$ cat src/rtl/muldiv_pkg.sv
// Shared encodings for the iterative multiply/divide sequencer: operation codes,
// FSM states and the divide-by-zero quotient fill.
package muldiv_pkg;

  typedef enum logic [1:0] {
    MD_MULT  = 2'd0,
    MD_MULTU = 2'd1,
    MD_DIV   = 2'd2,
    MD_DIVU  = 2'd3
  } md_op_e;

  typedef enum logic [1:0] {
    ST_IDLE = 2'd0,
    ST_CALC = 2'd1,
    ST_FIX  = 2'd2,
    ST_DONE = 2'd3
  } md_state_e;

  // Divide by zero: every quotient bit is forced to this value; HI keeps the raw dividend.
  localparam logic DIV0_QUO_FILL = 1'b1;

  function automatic logic md_is_div(input md_op_e op);
    return op[1];
  endfunction

  function automatic logic md_is_signed(input md_op_e op);
    return ~op[0];
  endfunction

endpackage

$ cat src/rtl/mod_muldiv_ctrl_if.sv
// Request/result bundle between the EX stage and the multiply/divide sequencer.
// master = pipeline side, slave = sequencer side.
interface mod_muldiv_ctrl_if #(
  parameter int unsigned WIDTH = 32
);
  logic             start;
  logic [1:0]       op;
  logic [WIDTH-1:0] a;
  logic [WIDTH-1:0] b;
  logic             flush;
  logic             hi_we;
  logic             lo_we;
  logic [WIDTH-1:0] wdata;
  logic             busy;
  logic             done;
  logic [WIDTH-1:0] hi;
  logic [WIDTH-1:0] lo;

  modport master (
    output start, op, a, b, flush, hi_we, lo_we, wdata,
    input  busy, done, hi, lo
  );

  modport slave (
    input  start, op, a, b, flush, hi_we, lo_we, wdata,
    output busy, done, hi, lo
  );
endinterface

$ cat src/rtl/mod_muldiv_step.sv
// One combinational radix-2 iteration: multiply add-then-shift-right, or restoring
// divide shift-left then compare/subtract. acc is the product high half / remainder.
module mod_muldiv_step
  import muldiv_pkg::*;
#(
  parameter int unsigned WIDTH = 32
) (
  input  logic             is_div_i,
  input  logic [WIDTH-1:0] acc_i,
  input  logic [WIDTH-1:0] work_i,
  input  logic [WIDTH-1:0] opnd_i,
  output logic [WIDTH-1:0] acc_o,
  output logic [WIDTH-1:0] work_o
);

  logic [WIDTH:0]   sum;
  logic [WIDTH:0]   rem_sh;
  logic [WIDTH-1:0] diff;
  logic             rem_ge;

  always_comb begin
    sum    = {1'b0, acc_i} + (work_i[0] ? {1'b0, opnd_i} : '0);
    rem_sh = {acc_i, work_i[WIDTH-1]};
    rem_ge = (rem_sh >= {1'b0, opnd_i});
    // When rem_ge holds the true difference fits in WIDTH bits.
    diff   = rem_sh[WIDTH-1:0] - opnd_i;
    acc_o  = '0;
    work_o = '0;
    if (is_div_i) begin
      if (rem_ge) begin
        acc_o  = diff;
        work_o = {work_i[WIDTH-2:0], 1'b1};
      end else begin
        acc_o  = rem_sh[WIDTH-1:0];
        work_o = {work_i[WIDTH-2:0], 1'b0};
      end
    end else begin
      acc_o  = sum[WIDTH:1];
      work_o = {sum[0], work_i[WIDTH-1:1]};
    end
  end

endmodule

$ cat src/rtl/mod_muldiv_ctrl.sv
// Iterative MULT/MULTU/DIV/DIVU sequencer owning HI/LO. Optional build macro
// MULDIV_EARLY_OUT_EN lets multiplies leave CALC once the remaining multiplier bits are zero.
//
// state   | meaning
// IDLE    | waiting for start; MTHI/MTLO honoured
// CALC    | one shift-add / compare-subtract step per cycle
// FIX     | sign correction; HI/LO loaded on exit
// DONE    | one-cycle done pulse; MTHI/MTLO honoured
module mod_muldiv_ctrl
  import muldiv_pkg::*;
#(
  parameter int unsigned WIDTH = 32
) (
  input  logic                  clk,
  input  logic                  rst_n,
  mod_muldiv_ctrl_if.slave      bus
);

  localparam int unsigned      CNT_W     = $clog2(WIDTH + 1);
  localparam logic [CNT_W-1:0] LAST_STEP = CNT_W'(WIDTH - 1);

  md_state_e        state_q, state_d;
  logic [CNT_W-1:0] cnt_q, cnt_d;
  logic [WIDTH-1:0] acc_q, acc_d;
  logic [WIDTH-1:0] work_q, work_d;
  logic [WIDTH-1:0] opnd_q, opnd_d;
  logic [WIDTH-1:0] hi_q, hi_d;
  logic [WIDTH-1:0] lo_q, lo_d;
  logic             is_div_q, is_div_d;
  logic             neg_res_q, neg_res_d;
  logic             neg_rem_q, neg_rem_d;
  logic             div0_q, div0_d;
`ifdef MULDIV_EARLY_OUT_EN
  logic [WIDTH-1:0] mrem_q, mrem_d;
`endif

  md_op_e           op_in;
  logic             op_signed, a_neg, b_neg, busy, calc_exit;
  logic [WIDTH-1:0] a_mag, b_mag, acc_step, work_step;
  logic [WIDTH-1:0] quo_fix, rem_fix;
  logic [2*WIDTH-1:0] prod_al, prod_fix;

  mod_muldiv_step #(.WIDTH(WIDTH)) u_step (
    .is_div_i (is_div_q),
    .acc_i    (acc_q),
    .work_i   (work_q),
    .opnd_i   (opnd_q),
    .acc_o    (acc_step),
    .work_o   (work_step)
  );

  always_comb begin
    op_in     = md_op_e'(bus.op);
    op_signed = md_is_signed(op_in);
    a_neg     = op_signed & bus.a[WIDTH-1];
    b_neg     = op_signed & bus.b[WIDTH-1];
    a_mag     = a_neg ? -bus.a : bus.a;
    b_mag     = b_neg ? -bus.b : bus.b;
    busy      = (state_q == ST_CALC) || (state_q == ST_FIX);
  end

  // Result shaping; with early-out the product still owes the skipped right shifts.
  always_comb begin
`ifdef MULDIV_EARLY_OUT_EN
    prod_al   = {acc_q, work_q} >> (LAST_STEP - cnt_q);
    calc_exit = (cnt_q == LAST_STEP) || (!is_div_q && ((mrem_q >> 1) == '0));
`else
    prod_al   = {acc_q, work_q};
    calc_exit = (cnt_q == LAST_STEP);
`endif
    prod_fix = neg_res_q ? -prod_al : prod_al;
    quo_fix  = div0_q ? {WIDTH{DIV0_QUO_FILL}} : (neg_res_q ? -work_q : work_q);
    rem_fix  = neg_rem_q ? -acc_q : acc_q;
  end

  always_comb begin
    state_d   = state_q;
    cnt_d     = cnt_q;
    acc_d     = acc_q;
    work_d    = work_q;
    opnd_d    = opnd_q;
    hi_d      = hi_q;
    lo_d      = lo_q;
    is_div_d  = is_div_q;
    neg_res_d = neg_res_q;
    neg_rem_d = neg_rem_q;
    div0_d    = div0_q;
`ifdef MULDIV_EARLY_OUT_EN
    mrem_d    = mrem_q;
`endif

    if (!busy) begin
      if (bus.hi_we) hi_d = bus.wdata;
      if (bus.lo_we) lo_d = bus.wdata;
    end

    case (state_q)
      ST_IDLE: begin
        if (bus.start && !bus.flush) begin
          state_d   = ST_CALC;
          cnt_d     = '0;
          acc_d     = '0;
          is_div_d  = md_is_div(op_in);
          neg_res_d = a_neg ^ b_neg;
          neg_rem_d = a_neg;
          div0_d    = md_is_div(op_in) && (bus.b == '0);
          work_d    = md_is_div(op_in) ? a_mag : b_mag;
          opnd_d    = md_is_div(op_in) ? b_mag : a_mag;
`ifdef MULDIV_EARLY_OUT_EN
          mrem_d    = b_mag;
`endif
        end
      end
      ST_CALC: begin
        if (bus.flush) begin
          state_d = ST_IDLE;
        end else begin
          acc_d  = acc_step;
          work_d = work_step;
`ifdef MULDIV_EARLY_OUT_EN
          mrem_d = mrem_q >> 1;
`endif
          if (calc_exit) state_d = ST_FIX;
          else           cnt_d   = cnt_q + 1'b1;
        end
      end
      ST_FIX: begin
        if (bus.flush) begin
          state_d = ST_IDLE;
        end else begin
          state_d = ST_DONE;
          hi_d    = is_div_q ? rem_fix : prod_fix[2*WIDTH-1:WIDTH];
          lo_d    = is_div_q ? quo_fix : prod_fix[WIDTH-1:0];
        end
      end
      ST_DONE: begin
        state_d = ST_IDLE;
      end
      default: begin
        state_d = ST_IDLE;
      end
    endcase
  end

  always_ff @(posedge clk or negedge rst_n) begin
    if (!rst_n) begin
      state_q   <= ST_IDLE;
      cnt_q     <= '0;
      acc_q     <= '0;
      work_q    <= '0;
      opnd_q    <= '0;
      hi_q      <= '0;
      lo_q      <= '0;
      is_div_q  <= 1'b0;
      neg_res_q <= 1'b0;
      neg_rem_q <= 1'b0;
      div0_q    <= 1'b0;
`ifdef MULDIV_EARLY_OUT_EN
      mrem_q    <= '0;
`endif
    end else begin
      state_q   <= state_d;
      cnt_q     <= cnt_d;
      acc_q     <= acc_d;
      work_q    <= work_d;
      opnd_q    <= opnd_d;
      hi_q      <= hi_d;
      lo_q      <= lo_d;
      is_div_q  <= is_div_d;
      neg_res_q <= neg_res_d;
      neg_rem_q <= neg_rem_d;
      div0_q    <= div0_d;
`ifdef MULDIV_EARLY_OUT_EN
      mrem_q    <= mrem_d;
`endif
    end
  end

  assign bus.busy = busy;
  assign bus.done = (state_q == ST_DONE);
  assign bus.hi   = hi_q;
  assign bus.lo   = lo_q;

endmodule

$ cat src/flat_wrapper.sv
// flat-port wrapper written by rule: the top's interface ports become plain ports
module mod_muldiv_ctrl_flat import muldiv_pkg::*;
#(
  parameter int unsigned WIDTH = 32
)
  (clk, rst_n, bus_start, bus_op, bus_a, bus_b, bus_flush, bus_hi_we, bus_lo_we, bus_wdata, bus_busy, bus_done, bus_hi, bus_lo);
  mod_muldiv_ctrl_if #(.WIDTH(WIDTH)) bus_i ();
  input  logic clk;
  input  logic rst_n;
  input wire logic [$bits(bus_i.start)-1:0] bus_start;
  input wire logic [$bits(bus_i.op)-1:0] bus_op;
  input wire logic [$bits(bus_i.a)-1:0] bus_a;
  input wire logic [$bits(bus_i.b)-1:0] bus_b;
  input wire logic [$bits(bus_i.flush)-1:0] bus_flush;
  input wire logic [$bits(bus_i.hi_we)-1:0] bus_hi_we;
  input wire logic [$bits(bus_i.lo_we)-1:0] bus_lo_we;
  input wire logic [$bits(bus_i.wdata)-1:0] bus_wdata;
  output wire logic [$bits(bus_i.busy)-1:0] bus_busy;
  output wire logic [$bits(bus_i.done)-1:0] bus_done;
  output wire logic [$bits(bus_i.hi)-1:0] bus_hi;
  output wire logic [$bits(bus_i.lo)-1:0] bus_lo;
  assign bus_i.start = bus_start;
  assign bus_i.op = bus_op;
  assign bus_i.a = bus_a;
  assign bus_i.b = bus_b;
  assign bus_i.flush = bus_flush;
  assign bus_i.hi_we = bus_hi_we;
  assign bus_i.lo_we = bus_lo_we;
  assign bus_i.wdata = bus_wdata;
  assign bus_busy = bus_i.busy;
  assign bus_done = bus_i.done;
  assign bus_hi = bus_i.hi;
  assign bus_lo = bus_i.lo;
  mod_muldiv_ctrl #(.WIDTH(WIDTH)) u_core (.clk(clk), .rst_n(rst_n), .bus(bus_i));
endmodule
$ cat config.mk
export PLATFORM = sky130hd
export DESIGN_NAME = mod_muldiv_ctrl_flat
export DESIGN_NICKNAME = d
export VERILOG_FILES = /design/src/rtl/muldiv_pkg.sv /design/src/rtl/mod_muldiv_ctrl_if.sv /design/src/rtl/mod_muldiv_step.sv /design/src/rtl/mod_muldiv_ctrl.sv /design/src/flat_wrapper.sv
export SDC_FILE = /design/constraint.sdc
export NUM_CORES = 1
export LEC_CHECK = 0
export BUFFER_PORTS_ARGS = -buffer_cell sky130_fd_sc_hd__buf_2
export CAP_MARGIN = 5
export CORE_MARGIN = 2
export CORE_UTILIZATION = 37
export DETAILED_ROUTE_END_ITERATION = 10
export GPL_TIMING_DRIVEN = 0
export PLACE_DENSITY = 0.54
export SKIP_CTS_REPAIR_TIMING = 1
export SLEW_MARGIN = 10
export SYNTH_ARGS = -nofsm -noshare
export SYNTH_HDL_FRONTEND = slang
export SYNTH_HIERARCHICAL = 1
export SYNTH_SLANG_ARGS = --single-unit
$ cat constraint.sdc
create_clock -name clk -period 3.6 [get_ports clk]
set_input_delay 0.36 -clock clk [delete_from_list [all_inputs] [get_ports clk]]
set_output_delay 0.36 -clock clk [all_outputs]
set_load 0.01 [all_outputs]
Word level (Yosys, flattened, before mapping)
Cells that the tools add are included.
Widths: inputs -> output; s select.
Word-level totals
  bits in registers: 172
  output and inout port bits: 66
  word-level logic and storage cells: 81
Cells by class
  $add $sub $neg: 8
  $lt $le $gt $ge: 1
  equal/unequal tests: 8
  mux-type cells: 38
  bitwise gates (word level): 4
  reductions and logical operators: 11
Operator list (count)
  $mux 32: 25
  $neg 32->32: 4
  $pmux 32 s2: 2
  $mux 64: 1
  $neg 64->64: 1
  $add 32x33->33: 1
  $ge 33x32->1: 1
  $logic_not 32->1: 1
  $sub 32x32->32: 1
  $mux 6: 3
  $pmux 6 s2: 1
  $mux 2: 4
  $pmux 2 s4: 1
  $add 6x1->6 const B: 1
  $eq 6x5->1 const B: 1
  $eq 2x2->1 const B: 2
  $ne 2x2->1 const B: 2
  $reduce_and 2->1: 2
  $reduce_and 4->1: 1
  $ne 3x2->1 const B: 1
  $reduce_and 3->1: 1
  $and 1x1->1: 2
  $eq 2x1->1 const B: 1
  $logic_and 1x1->1: 2
  other kinds (8): 8

Logic depth before layout (Yosys ltp)
Gate-level depths: netlist (run 1).
  depth in word-level cells: 6
  depth in mapped cells: 16
  mapped depth without buffers: 15

Modules after synthesis
The synthesis (run 1) kept the hierarchy.
By module, submodules not included
  mod_muldiv_ctrl: instances 1, cells each 1441, area an instance 11733.8 µm²
  mod_muldiv_step: instances 1, cells each 671, area an instance 4698.3 µm²

Worst setup path after synthesis (run 1)
No wires, ideal clock.
  kind: reg2reg
  start point: register u_core.work_q[0]
  end point: register u_core.acc_q[27]
  arrival: 3384 ps
  data required time: 3483 ps
  setup slack: 99 ps
  stages on the path, launching flop included: 16
  buffers on the path: 1
  period minus slack after synthesis: 3501 ps
  cell sequence: dfrtp_1 -> clkbuf_1 -> and2_1 -> ha_1 -> fa_1 -> a21o_1 -> a211oi_2 -> and4bb_1 -> o211ai_2 -> a211oi_2 -> o211ai_2 -> or4b_1 -> and4_1 -> a221o_1 -> nand3_1 -> nand2_1
On the way
  longest elaborated chain between the ends: 5
RTL lines
  start, declared: RTL line mod_muldiv_ctrl.sv:25  | logic [WIDTH-1:0] work_q, work_d;
  start signal, assigned: RTL line mod_muldiv_ctrl.sv:165  | work_q <= work_d;
  $mux 32: RTL line mod_muldiv_step.sv:22  | sum = {1'b0, acc_i} + (work_i[0] ? {1'b0, opnd_i} : '0);
  $add 32x33->33: RTL line mod_muldiv_step.sv:22
  $mux 32: RTL line mod_muldiv_step.sv:29  | if (is_div_i) begin
  net u_core.acc_step[27]: RTL line mod_muldiv_ctrl.sv:39  | logic [WIDTH-1:0] a_mag, b_mag, acc_step, work_step;
  $mux 32: RTL line mod_muldiv_ctrl.sv:115  | if (bus.flush) begin
  $pmux 32 s2: RTL line mod_muldiv_ctrl.sv:97  | case (state_q)
  end signal, assigned: RTL line mod_muldiv_ctrl.sv:149  | acc_q <= '0;
  end signal, assigned: RTL line mod_muldiv_ctrl.sv:164  | acc_q <= acc_d;
  end, declared: RTL line mod_muldiv_ctrl.sv:24  | logic [WIDTH-1:0] acc_q, acc_d;
The timed path passes the listed nets, and every way through them passes these cells. The select of a mux whose other input is x is not followed.
A chain may end at the register's enable or synchronous reset.

Final worst setup path (run 1)
Ends and elaborated chain as after synthesis.

==> metrics list, run 1 <==
- Area growth from synthesis to layout: 16.13%
- Total cell area at the placement stage: approximately 18000 sq um
- After clock tree synthesis, the clock-pin slew on the worst setup and hold paths is 0.08 ns.
- Hold WC Path Type: input port to flop
* Post-route fraction of the period consumed by the critical path: 1.053
* Crit path launch type: flop
* Routed wirelength normalized by instance count: 24.90 um
- Register area share after synthesis: 0.2619
* Post-Synthesis Mean Instance Area: 7.780 sq um
- The number of nets handed over by synthesis was 2291.
* Portion of synthesized cell area occupied by the leading cell type: 0.2619
- Worst VDD drop: 0.3652 mV
- Excluding fillers, the count of instances in the completed layout stands at just under 3k.
* Detail-routed via count per cell: 6.088
- The repair_antennas step left the layout with diodes totalling 0.
- Synth unique cells: 90
- CP Capture Point: u_core/acc_q[27]$_DFFE_PN0P_
- Start point of the critical path: u_core/work_q[0]$_DFFE_PN0P_
- The startpoint identified for the worst register-to-register timing path is u_core/work_q[0]$_DFFE_PN0P_.
- In this run the tool buffered the top-level ports with 165 buffer cells.
- Yosys top cell by area: sky130_fd_sc_hd__dfrtp_1
- Net total in the final layout: 2490
* Hold violation total from the final report: 0
- Setup slack on the worst flop-to-flop path: -0.19 ns
* I/O pins: 170
- Global-route wire length before repair: around 110 mm
- Mapped cell area: between 15000 and 20000 sq um
- Final-report setup violation count: 4
- STA classifies the critical path endpoint as a flop.
- With fillers left out, the area of the finished cells amounts to 19080 sq um.
* Pwr/cell area: 1006 nW/um^2
- Tightest slew margin relative to the limit: 0.3654
- Routability-driven placement finished with a final weighted congestion of ~1.0.
- In this run the worst path has a maximum fanout of 5.
* Design Power: 19190 uW
- Ys async rst share: 1.000
* Overall die area: ~46000 sq um
- DRC marker count from the first detailed-route iteration: 1968
- The Yosys step of the flow raised 6 warnings.
- Post-synth EDFFs: 0
* Arr. time, crit path: 4.13 ns
- The endpoint identified for the worst register-to-register timing path is u_core/acc_q[27]$_DFFE_PN0P_.
* Prevailing post-synth register cell: sky130_fd_sc_hd__dfrtp_1
- Before antenna repair, the detailed router went through 6 iterations.
* Violations in the final reports: setup timing
- STA puts the critical path data required time at 3.94 ns.
- Across the run, the number of max-cap violations was 0.
* Total grt overflow: 0
- The critical path is of the flop to flop type.
* Core Box Area: 44030 sq um
* Placement row count: 77
- DRC violation count after routing: 0
- The die is 214.7 um tall.
- Once placement completed, the tool counted placed cells totaling 2870.
* Number of antenna violations at the first check in global routing: 1
* Leakage Power: 0.008251 uW
* Final core area utilization: 0.4334
- Clock buffer count from CTS: 17
- Final Routed Wirelength: 72.60 mm
- Setup repair after global routing missed its margin: yes
- Critical Path Slowest Stage Cell: sky130_fd_sc_hd__dfrtp_2
- Series of cell instances along the critical path: buf_6 -> and2_4 -> ha_4 -> fa_2 -> a21o_1 -> a211oi_2 -> and4bb_2 -> o211ai_4 -> a211oi_4 -> o211ai_2 -> or4b_1 -> and4_1 -> a221o_1 -> nand3_1 -> nand2_1
- Cell count after synthesis: roughly 2.1k
- Synthesis-stage register bit count: 172
- Starting utilization of the core area: 0.3732
- In the global route stage, overall resource usage came out at 0.3046.
- Vias post-DR: 17.75k
* Max-slew violations: 0
- TritonCTS clock tree: yes
- Most numerous cell in the Yosys netlist: sky130_fd_sc_hd__nand2_1
- The tree is rooted in a sky130_fd_sc_hd__clkbuf_16.
- Routed Antenna Nets: 0
* Maximum root-to-sink buffer count: 2
- Fraction of final layout cells sized beyond drive strength 1: 0.1545
- Worst-case setup slack after placement: -0.9306 ns
* Maximum number of pins on one net before global-route repair: slightly above 90
* Run status: complete, but fails checks
- CTS saw 172 sinks.
- Across the routed clock network, the largest skew measured is 0.01179 ns.
* Horizontal extent of the die: 214.7 um
- Placed wire-length estimate after detailed placement: 57.74 mm
- Least-Margin Pin Slew: approximately 0.94 ns
- Final critical path time including I/O delays and setup: 3.792 ns
- Post-layout worst setup margin: -0.1918 ns
* Clock latency of the later-clocked register in the worst-skew pair: 0.45 ns
- The H-tree was split into 4 levels.
- Via count of the first global-routing pass: 16.77k
- R2R cell count: 15
- After synthesis, the most frequently instantiated cells are 256 x sky130_fd_sc_hd__nand2_1, 172 x sky130_fd_sc_hd__dfrtp_1, 160 x sky130_fd_sc_hd__a21oi_1.
- By area the synthesized netlist is led by sky130_fd_sc_hd__dfrtp_1 26%, sky130_fd_sc_hd__nand2_1 5.8%, sky130_fd_sc_hd__ha_1 5.6%.
- On the worst path, the slowest cell contributes a delay of 0.48 ns.
- Timing would allow up to 263.7 MHz.
how the worst min path moves through the flow:
stage	from	end	slack (ns)	depth (start not counted)
detailed placement	rst_n	u_core/bus.hi[12]$_DFF_PN0_	0.42	1
CTS	rst_n	u_core/acc_q[18]$_DFFE_PN0P_	-0.08	1
finish	bus_wdata[21]	u_core/bus.lo[21]$_DFF_PN0_	0.21	3
floorplan	rst_n	u_core/acc_q[0]$_DFFE_PN0P_	0.06	0
global route	bus_wdata[21]	u_core/bus.lo[21]$_DFF_PN0_	0.19	3
global placement	u_core/opnd_q[2]$_DFFE_PN0P_	u_core/opnd_q[2]$_DFFE_PN0P_	0.52	1
cells in the final DEF, fill, tap and decap left out, types with 66 or more instances in the layout:
cell                       Yosys  final
sky130_fd_sc_hd__nand2_1     256    254
sky130_fd_sc_hd__buf_2         5    171
sky130_fd_sc_hd__dfrtp_1     172    161
sky130_fd_sc_hd__a21oi_1     160    155
sky130_fd_sc_hd__nor2_1      155    154
sky130_fd_sc_hd__o21ai_0     111    108
sky130_fd_sc_hd__clkbuf_1    112    107
sky130_fd_sc_hd__xnor2_1      93     93
sky130_fd_sc_hd__inv_1        76     76
sky130_fd_sc_hd__nand3_1      72     71
sky130_fd_sc_hd__ha_1         73     66
through the flow:
| stage | TNS, ns | hold slack (ns) |
|---|---|---|
| after CTS | -19.22 | -0.07697 |
| after global placement | -160.59 | 0.5247 |
| after global routing | -1.117 | 0.1897 |
| after floorplan | 0 | 0.06441 |
| after detailed placement | -18.20 | 0.4158 |
| final | -0.3352 | 0.2148 |
registers in the layout (all words and copies together) (netlist names):
| name | flops |
|---|---|
| u_core/is_div_q | 1 |
| u_core/work_q | 32 |
| u_core/neg_rem_q | 1 |
| u_core/acc_q | 32 |
| u_core/neg_res_q | 1 |
| u_core/bus.hi | 32 |
| u_core/cnt_q | 6 |
| u_core/state_q | 2 |
| u_core/bus.lo | 32 |
| u_core/div0_q | 1 |
| u_core/opnd_q | 32 |
where the power goes:
group	switching (uW)	leakage [uW]	internal (uW)	total, uW
Combinational	7970	0.00584	4960	12900
Clock	956	0.000297	1020	1970
Sequential	1480	0.00212	2810	4290
Total	10400	0.00825	8780	19200
final cells by class:
| class | count | area (sq um) |
|---|---|---|
| well taps | 592 | 740.7 |
| fillers | 4592 | 24950 |
| clock buffers | 18 | 439.2 |
| inverters | 79 | 296.5 |
| multi-input cells | 1730 | 11610 |
| clock inverters | 14 | 170.2 |
| repair buffers | 182 | 985.9 |
| flip-flops and latches | 172 | 4318 |
| plain buffers | 129 | 523.0 |
per-layer routing:
metal	GRT usage	wire length [um]	vias up
met4	0.1134	2599	0
met2	0.4800	32440	861
met3	0.03638	5155	122
li1	-	-	8184
met5	0	0	-
met1	0.4274	32400	8585
critical path: cells and delay by family (launching register included):
kind	cells	cell delay (ns)
flops	1	0.48
simple gates	6	1.27
compound gates	6	1.28
buf+inv	1	0.14
fa+ha+maj	2	0.50
cells by family (layout without fill, tap and decap cells):
kind of cell / count (synthesis) / in the layout / synth area share
fa+ha+maj: 75 / 75 / 0.05802
flops: 172 / 172 / 0.2619
simple gates: 781 / 781 / 0.2353
buf+inv: 210 / 422 / 0.04972
xor+xnor: 149 / 149 / 0.07942
compound gates: 630 / 630 / 0.2546
mux: 95 / 95 / 0.06107
(Power assumes the default switching activity.)
==> run 2: changes to the inputs <==
--- a/config.mk
+++ b/config.mk
@@ -10,8 +10,7 @@
 export CORE_MARGIN = 2
 export CORE_UTILIZATION = 37
 export DETAILED_ROUTE_END_ITERATION = 10
-export GPL_TIMING_DRIVEN = 0
-export PLACE_DENSITY = 0.54
+export PLACE_DENSITY = 0.52
 export SKIP_CTS_REPAIR_TIMING = 1
 export SLEW_MARGIN = 10
 export SYNTH_ARGS = -nofsm -noshare
==> constraint.sdc (replaced) <==
create_clock -name clk -period 4.3 [get_ports clk]
set_input_delay 0.43 -clock clk [delete_from_list [all_inputs] [get_ports clk]]
set_output_delay 0.43 -clock clk [all_outputs]
set_load 0.01 [all_outputs]
==> run 2 against run 1 <==
  * The flow finishes with violations (hold timing)
  * Clock skew up 0.00059 ns
  * Non-clock buffer count shrank 66
  * Global-route usage down 1.2 points
  * Combinational power fell by 17%
  * Sequential power is 19% lower
  * Largest power group unchanged
==> metrics list, run 2 (synthesis results as in run 1) <==
* Diodes inserted: 0
* Core Box Area: ~44000 sq um
- Placed cell count: 2818
* Net switching component of the power: 8368 uW
* Clock buffer count from CTS: 17
* Final core area utilization: 0.4252
- Buffers placed on the I/O ports in this run total 169.
- The worst setup path is captured at a flop.
* Critical Path RT: 4.66 ns
- Detailed placement ended at an HPWL of 54.18 mm.
- The library cell used most frequently in the layout, excluding fill and tap cells, is sky130_fd_sc_hd__nand2_1.
- In the routed design, unresolved DRC markers number 0.
- The run finished, with violations left.
- Routed Antenna Nets: 0
* Hold WC Path Type: input port to asynchronous set/reset pin
- Summed over all layers, the global routing overflow is 0.
- At the pin with the least slew margin, the transition time is 1.288 ns.
- Routed wirelength normalized by instance count: 24.10 um
- Setup repair after global routing missed its margin: no
* Fraction of power spent switching nets: 0.5318
- Hold violation total from the final report: 7
- For this run, the total global-route usage over all layers was measured as 0.2923.
- The first global-routing pass estimated 103.1 mm of wire.
- Entering global routing, the biggest net connects 69 pins.
- Placement row count: 77
* Overall die area: 46110 sq um
- Power Internal: 7368 uW
- I/O pins: 170
- The tool flagged a number of max-cap violations equal to 0.
- The finished layout holds 2850 standard cells, fillers aside.
- Vias post-DR: 17.20k
- At the end of routability-driven placement, the weighted congestion stood at between 0.9 and 1.
- TritonCTS built the clock tree.
- DRC marker count from the first detailed-route iteration: approximately 1.8k
* Pwr/cell area: 840.5 nW/um^2
- In this run the deepest clock path goes through 2 buffers.
- DRT Pass-1 Iters: 6
- Cell at the root of the clock tree: sky130_fd_sc_hd__clkbuf_16
* Most frequent cells in the layout: 256 x sky130_fd_sc_hd__nand2_1, 171 x sky130_fd_sc_hd__dfrtp_1, 168 x sky130_fd_sc_hd__buf_2, 158 x sky130_fd_sc_hd__a21oi_1, 155 x sky130_fd_sc_hd__nor2_1
- Crit path launch type: flop
* Violations in the final reports: hold timing
* Max Clock Skew: 0.01237 ns
- Derived from the worst setup path, the maximum achievable clock frequency is 253.9 MHz.
- Leakage Power: 0.008339 uW
- Flop pwr share: 0.221
* Part of the total power dissipated in combinational logic: 0.677
- Starting utilization of the core area: 0.3732
- # H-tree levels: 4
- Max-slew violations: 0
- The via count of the first global-routing pass is 16.36k.
* Worst VDD drop: ~0.37 mV
- Category of the most critical setup path: flop to flop
- After detailed routing, the number of vias per cell comes to between 6 and 7.
- Area growth from synthesis to layout: 13.93%
- Clock network fraction of total power: 0.102
- Worst Hold Slack: -0.03659 ns
- In the final layout, the share of cells above drive strength 1 is 0.1612.
* Tightest slew margin relative to the limit: 0.1304
- Clock sink total: 172
- The floorplan step set the die height to 214.7 um.
- Worst-path clk slew: 0.08 ns
- The smallest clock period supported by the final layout is computed as 3.938 ns.
- Net total in the final layout: 2424
- The die is 214.7 um wide.
* Number of antenna violations at the first check in global routing: 0
- Sum of negative setup slack: 0 ns
- Of the available clock period, the critical path in the final layout requires 0.9158.
- In this run the worst path has a maximum fanout of 22.
- STA puts the critical path data arrival time at 4.29 ns.
- Design Power: 15740 uW
* Final Routed Wirelength: between 60 and 70 mm
- Final-report setup violation count: 0
- Clock latency of the later-clocked register in the worst-skew pair: ~0.46 ns
[run 2: layer usage]
metal | vias up | global-route usage | wire length [um]
met2 | 769 | 0.4595 | 30800
met3 | 111 | 0.04459 | 4914
met5 | - | 0 | 0
li1 | 8055 | - | -
met1 | 8266 | 0.4048 | 30680
met4 | 0 | 0.1093 | 2297
[run 2: critical path, cell delays in order, from the launching register on]
cell,delay [ns]
sky130_fd_sc_hd__dfrtp_1,0.67
sky130_fd_sc_hd__buf_4,0.34
sky130_fd_sc_hd__and2_1,0.16
sky130_fd_sc_hd__ha_1,0.29
sky130_fd_sc_hd__a21o_1,0.22
sky130_fd_sc_hd__a211oi_1,0.37
sky130_fd_sc_hd__and2_1,0.19
sky130_fd_sc_hd__a211oi_1,0.09
sky130_fd_sc_hd__a21o_1,0.27
sky130_fd_sc_hd__o2bb2ai_1,0.20
sky130_fd_sc_hd__o41ai_1,0.36
sky130_fd_sc_hd__mux2i_1,0.36
sky130_fd_sc_hd__o211ai_1,0.14
sky130_fd_sc_hd__nand3_1,0.10
sky130_fd_sc_hd__nand2_1,0.07
[run 2: per-stage QoR]
stage	worst slack, ns	hold WS [ns]	area, sq um
after floorplan	0.7994	0.1344	16430
after global placement	0.4731	0.4930	18130
after detailed placement	0.4657	0.4950	18130
after CTS	0.4453	0.002830	18720
after global routing	0.1144	0.02327	18720
final	0.3620	-0.03659	18720
[run 2: layout make-up]
cell class / instances / area, sq um
clock buffers: 20 / 456.7
clock inverters: 12 / 133.9
fillers: 4544 / 25310
inverters: 79 / 296.5
multi-input cells: 1730 / 11350
flip-flops and latches: 172 / 4308
well taps: 592 / 740.7
repair buffers: 245 / 1435
[run 2: worst paths after layout]
check                                             start                             to  slack, ns  depth (start not counted)
max in group asynchronous                         rst_n  u_core/opnd_q[14]$_DFFE_PN0P_       3.28                          2
hold / removal                                    rst_n    u_core/bus.hi[28]$_DFF_PN0_      -0.04                          1
setup reg to reg           u_core/work_q[0]$_DFFE_PN0P_   u_core/acc_q[24]$_DFFE_PN0P_       0.36                         14
setup / recovery           u_core/work_q[0]$_DFFE_PN0P_   u_core/acc_q[24]$_DFFE_PN0P_       0.36                         14
min in group clk                          bus_wdata[27]    u_core/bus.lo[27]$_DFF_PN0_       0.28                          3
hold reg to reg            u_core/opnd_q[3]$_DFFE_PN0P_   u_core/opnd_q[3]$_DFFE_PN0P_       0.52                          2
[run 2: power by group through the flow]
stage	registers (uW)	logic [uW]	clock network, uW
4_1_cts	3440	10400	1630
3_3_place_gp	3460	10400	0
3_5_place_dp	3470	10400	0
2_1_floorplan	3140	7050	0
5_1_grt	3560	11500	1700
6_report	3470	10700	1600
==> run 3: changes to the inputs <==
--- a/config.mk
+++ b/config.mk
@@ -5,6 +5,7 @@
 export SDC_FILE = /design/constraint.sdc
 export NUM_CORES = 1
 export LEC_CHECK = 0
+export ABC_AREA = 1
 export BUFFER_PORTS_ARGS = -buffer_cell sky130_fd_sc_hd__buf_2
 export CAP_MARGIN = 5
 export CORE_MARGIN = 2
==> run 3 against run 2 <==
  * The run now ends clean
  * Via count increased by 24%
  * Sequential power decreased by 1%
  * Die area increased by 12%
  * Cell area increased by 9.3%
  * Non-clock buffer count decreased by 46
  * Highest routed layer is now met5
==> metrics list, run 3 <==
- Run status: finished clean
- Start point of the critical path: u_core/work_q[0]$_DFFE_PN0P_
* Net total in the final layout: 3453
- Ys async rst share: 1.000
* Cell count after synthesis: 3163
* CP bufs+invs: 2
- At the later pin of the worst-skew pair, clock insertion delay measures 0.48 ns.
- Critical Path RT: 4.61 ns
- Summed over all layers, the global routing overflow is 0.
- For this design, the slowest cell found on the critical path is sky130_fd_sc_hd__dfrtp_1.
- The cell area that synthesis handed to floorplanning was 18390 sq um.
- Max Clock Skew: 0.02049 ns
* Post-Synthesis Mean Instance Area: 5.815 sq um
- The floorplan step set the die height to around 230 um.
* Via count of the first global-routing pass: 19.91k
- TritonCTS clock tree: yes
- Worst Hold Slack: 0.07031 ns
* Terminus of the critical flop-to-flop path: u_core/acc_q[31]$_DFFE_PN0P_
- For this configuration, the core starts out at a cell density of 0.3750.
- Setup slack closes at 0.9888 ns.
* Hold WC Path Type: input port to asynchronous set/reset pin
- Entering global routing, the biggest net connects 94 pins.
- Diodes inserted: 0
- In this run the worst path has a maximum fanout of 34.
- Measured on the finished design, the core utilization comes to 0.4172.
- Summed over all nets, the half-perimeter wirelength after detailed placement is 66.81 mm.
- Post-route fraction of the period consumed by the critical path: 0.7700
- The first detailed-routing pass took 6 iterations.
- Area growth from synthesis to layout: 11.26%
- For this design the ratio of total power to cell area is 791.6 nW/um^2.
- By area the synthesized netlist is led by sky130_fd_sc_hd__dfrtp_1 23%, sky130_fd_sc_hd__nand2_1 21%, sky130_fd_sc_hd__nand3_1 9.2%.
- Setup repair after global routing left no endpoint under its margin.
* Cell at the root of the clock tree: sky130_fd_sc_hd__clkbuf_16
- Timing would allow up to 302.0 MHz.
* Horizontal extent of the die: roughly 230 um
- The floorplan has 81 rows.
* Hold violation total from the final report: 0
* Routed wirelength normalized by instance count: 20.59 um
- Setup slack on the worst flop-to-flop path: 0.99 ns
* Core Box Area: 49050 sq um
- Total global routing track utilization: 0.3180
* Least-Margin Pin Slew: 1.209 ns
- The first global-routing pass estimated 122.2 mm of wire.
* Final critical path time including I/O delays and setup: around 3.3 ns
- Sequential cell area in the final layout: 4305 sq um
- Setup violations remaining at the end of the flow were counted as 0.
* Category of the most critical setup path: flop to flop
- Overall die area: approximately 52000 sq um
* Portion of synthesized cell area occupied by the leading cell type: 0.2340
* Tightest slew margin relative to the limit: 0.1942
* Total number of yosys warnings: 6
- Largest stage delay on the critical path: 0.84 ns
* Worst VDD drop: 0.6721 mV
* Yosys top cell by area: sky130_fd_sc_hd__dfrtp_1
* Max-slew violations: 0
- For this design, the sink count on the clock tree is 172.
- After detailed routing, the number of vias per cell comes to 5.388.
- The library cells used most frequently in the layout, excluding fill and tap cells, are 1042 x sky130_fd_sc_hd__nand2_1, 371 x sky130_fd_sc_hd__inv_1, 339 x sky130_fd_sc_hd__nand3_1, 332 x sky130_fd_sc_hd__nor2_1, 194 x sky130_fd_sc_hd__a21oi_1.
- The worst register-to-register path begins at u_core/work_q[0]$_DFFE_PN0P_.
* Most numerous cell types in the synthesized netlist: 1042 x sky130_fd_sc_hd__nand2_1, 371 x sky130_fd_sc_hd__inv_1, 339 x sky130_fd_sc_hd__nand3_1
- The number of cells on the worst reg-to-reg path is 17.
* Layout filler cell count: 5558
* CP Capture Point: u_core/acc_q[31]$_DFFE_PN0P_
- Worst-path clk slew: 0.09 ns
* DRC violation count after routing: 0
- Final Routed Wirelength: 81.35 mm
- In the final timing run, aggregate negative setup slack is 0 ns.
- In this run the tool buffered the top-level ports with around 170 buffer cells.
- Synthesis instantiated 50 different standard cells from the library.
* Worst-case setup slack after placement: 1.016 ns
* Clock buffer count from CTS: 17
* Syn Nets: approximately 3.3k
- The number of antenna violations at the first check in global routing came to 2.
- I/O pins: 170
* Top cell family by delay on the critical path: simple AND/OR/NAND/NOR gates
* Leakage Power: 0.01088 uW
- Crit end category: flop
- Maximum root-to-sink buffer count: 2
- DRC marker count from the first detailed-route iteration: 2099
- # H-tree levels: 4
- Logic depth of the worst setup path including buffers: 17
- Counting stages on the worst path, the most repeated cell is sky130_fd_sc_hd__nand2_1.
- The signal on the critical path passes through nand2_1 -> inv_1 -> ha_1 -> fa_1 -> nand2_1 -> nand2_1 -> and2_1 -> a21oi_1 -> inv_1 -> nand2_1 -> nand3_1 -> nand2_1 -> nand2_1 -> nand2_1 -> nand2_1 -> nand3_1 -> o21ai_0.
- The tool flagged a number of max-cap violations equal to 0.
* Routability Congestion: approximately 0.97
* Register area share after synthesis: 0.2340
- Detailed routing inserted a total of 21.29k vias.
* Arr. time, crit path: 3.62 ns
- The library cell used most frequently in the layout, excluding fill and tap cells, is sky130_fd_sc_hd__nand2_1.
- Post-synth EDFFs: 0
- In the final layout, the share of cells above drive strength 1 is 0.09887.
* Area of the multi-input gates: 12100 sq um
- Routed Antenna Nets: 0
* Prevailing post-synth register cell: sky130_fd_sc_hd__dfrtp_1
* Crit path launch type: flop
- Synthesis-stage register bit count: 172
* Most numerous cell in the Yosys netlist: sky130_fd_sc_hd__nand2_1
==> run 3: how the worst min path moves through the flow <==
stage	startpoint	end	slack, ns
floorplan	rst_n	u_core/acc_q[0]$_DFFE_PN0P_	0.13
global placement	u_core/bus.hi[21]$_DFF_PN0_	u_core/bus.hi[21]$_DFF_PN0_	0.52
detailed placement	u_core/bus.hi[27]$_DFF_PN0_	u_core/bus.hi[27]$_DFF_PN0_	0.52
CTS	rst_n	u_core/div0_q$_DFFE_PN0P_	0.09
global route	rst_n	u_core/div0_q$_DFFE_PN0P_	0.12
finish	rst_n	u_core/div0_q$_DFFE_PN0P_	0.07
==> run 3: cell families (layout without fill, tap and decap cells) <==
| group | Yosys count | after routing | synth area share |
|---|---|---|---|
| AOI/OAI and AO/OA | 476 | 476 | 0.1427 |
| adders and majority gates | 75 | 75 | 0.05183 |
| buffers and inverters | 505 | 629 | 0.1086 |
| and+or+nand+nor | 1863 | 1863 | 0.4286 |
| xor gates and xnor gates | 72 | 72 | 0.03428 |
| DFF | 172 | 172 | 0.2340 |
==> run 3: power by group <==
part	leakage [uW]	internal, uW	total, uW	switching [uW]
sequential	0.00213	2360	3420	1060
clock	0.000308	850	1690	838
combinational	0.00844	3530	11100	7560
==> run 3: stage by stage <==
stage	area, sq um	cells	total power (uW)
CTS	20460	3951	16140
floorplan	18390	3163	10770
global route	20460	3951	17710
global placement	19830	3919	14320
finish	20460	3951	16200
detailed placement	19830	3919	14390
==> run 3: cell type report <==
| type | instances | area share |
|---|---|---|
| clock buffers | 17 | 0.02079 |
| multi-input cells | 2486 | 0.5915 |
| repair buffers | 199 | 0.05325 |
| well taps | 664 | 0.04060 |
| flip-flops and latches | 172 | 0.2104 |
| clock inverters | 15 | 0.01039 |
| inverters | 398 | 0.07312 |
==> run 3: routing by layer <==
| metal | wire length [um] | GRT usage | vias to the layer above |
|---|---|---|---|
| met2 | 37600 | 0.5228 | 741 |
| met1 | 36330 | 0.4362 | 10040 |
| li1 | - | - | 10410 |
| met4 | 1894 | 0.07906 | 4 |
| met5 | 23 | 0 | - |
| met3 | 5496 | 0.04995 | 86 |
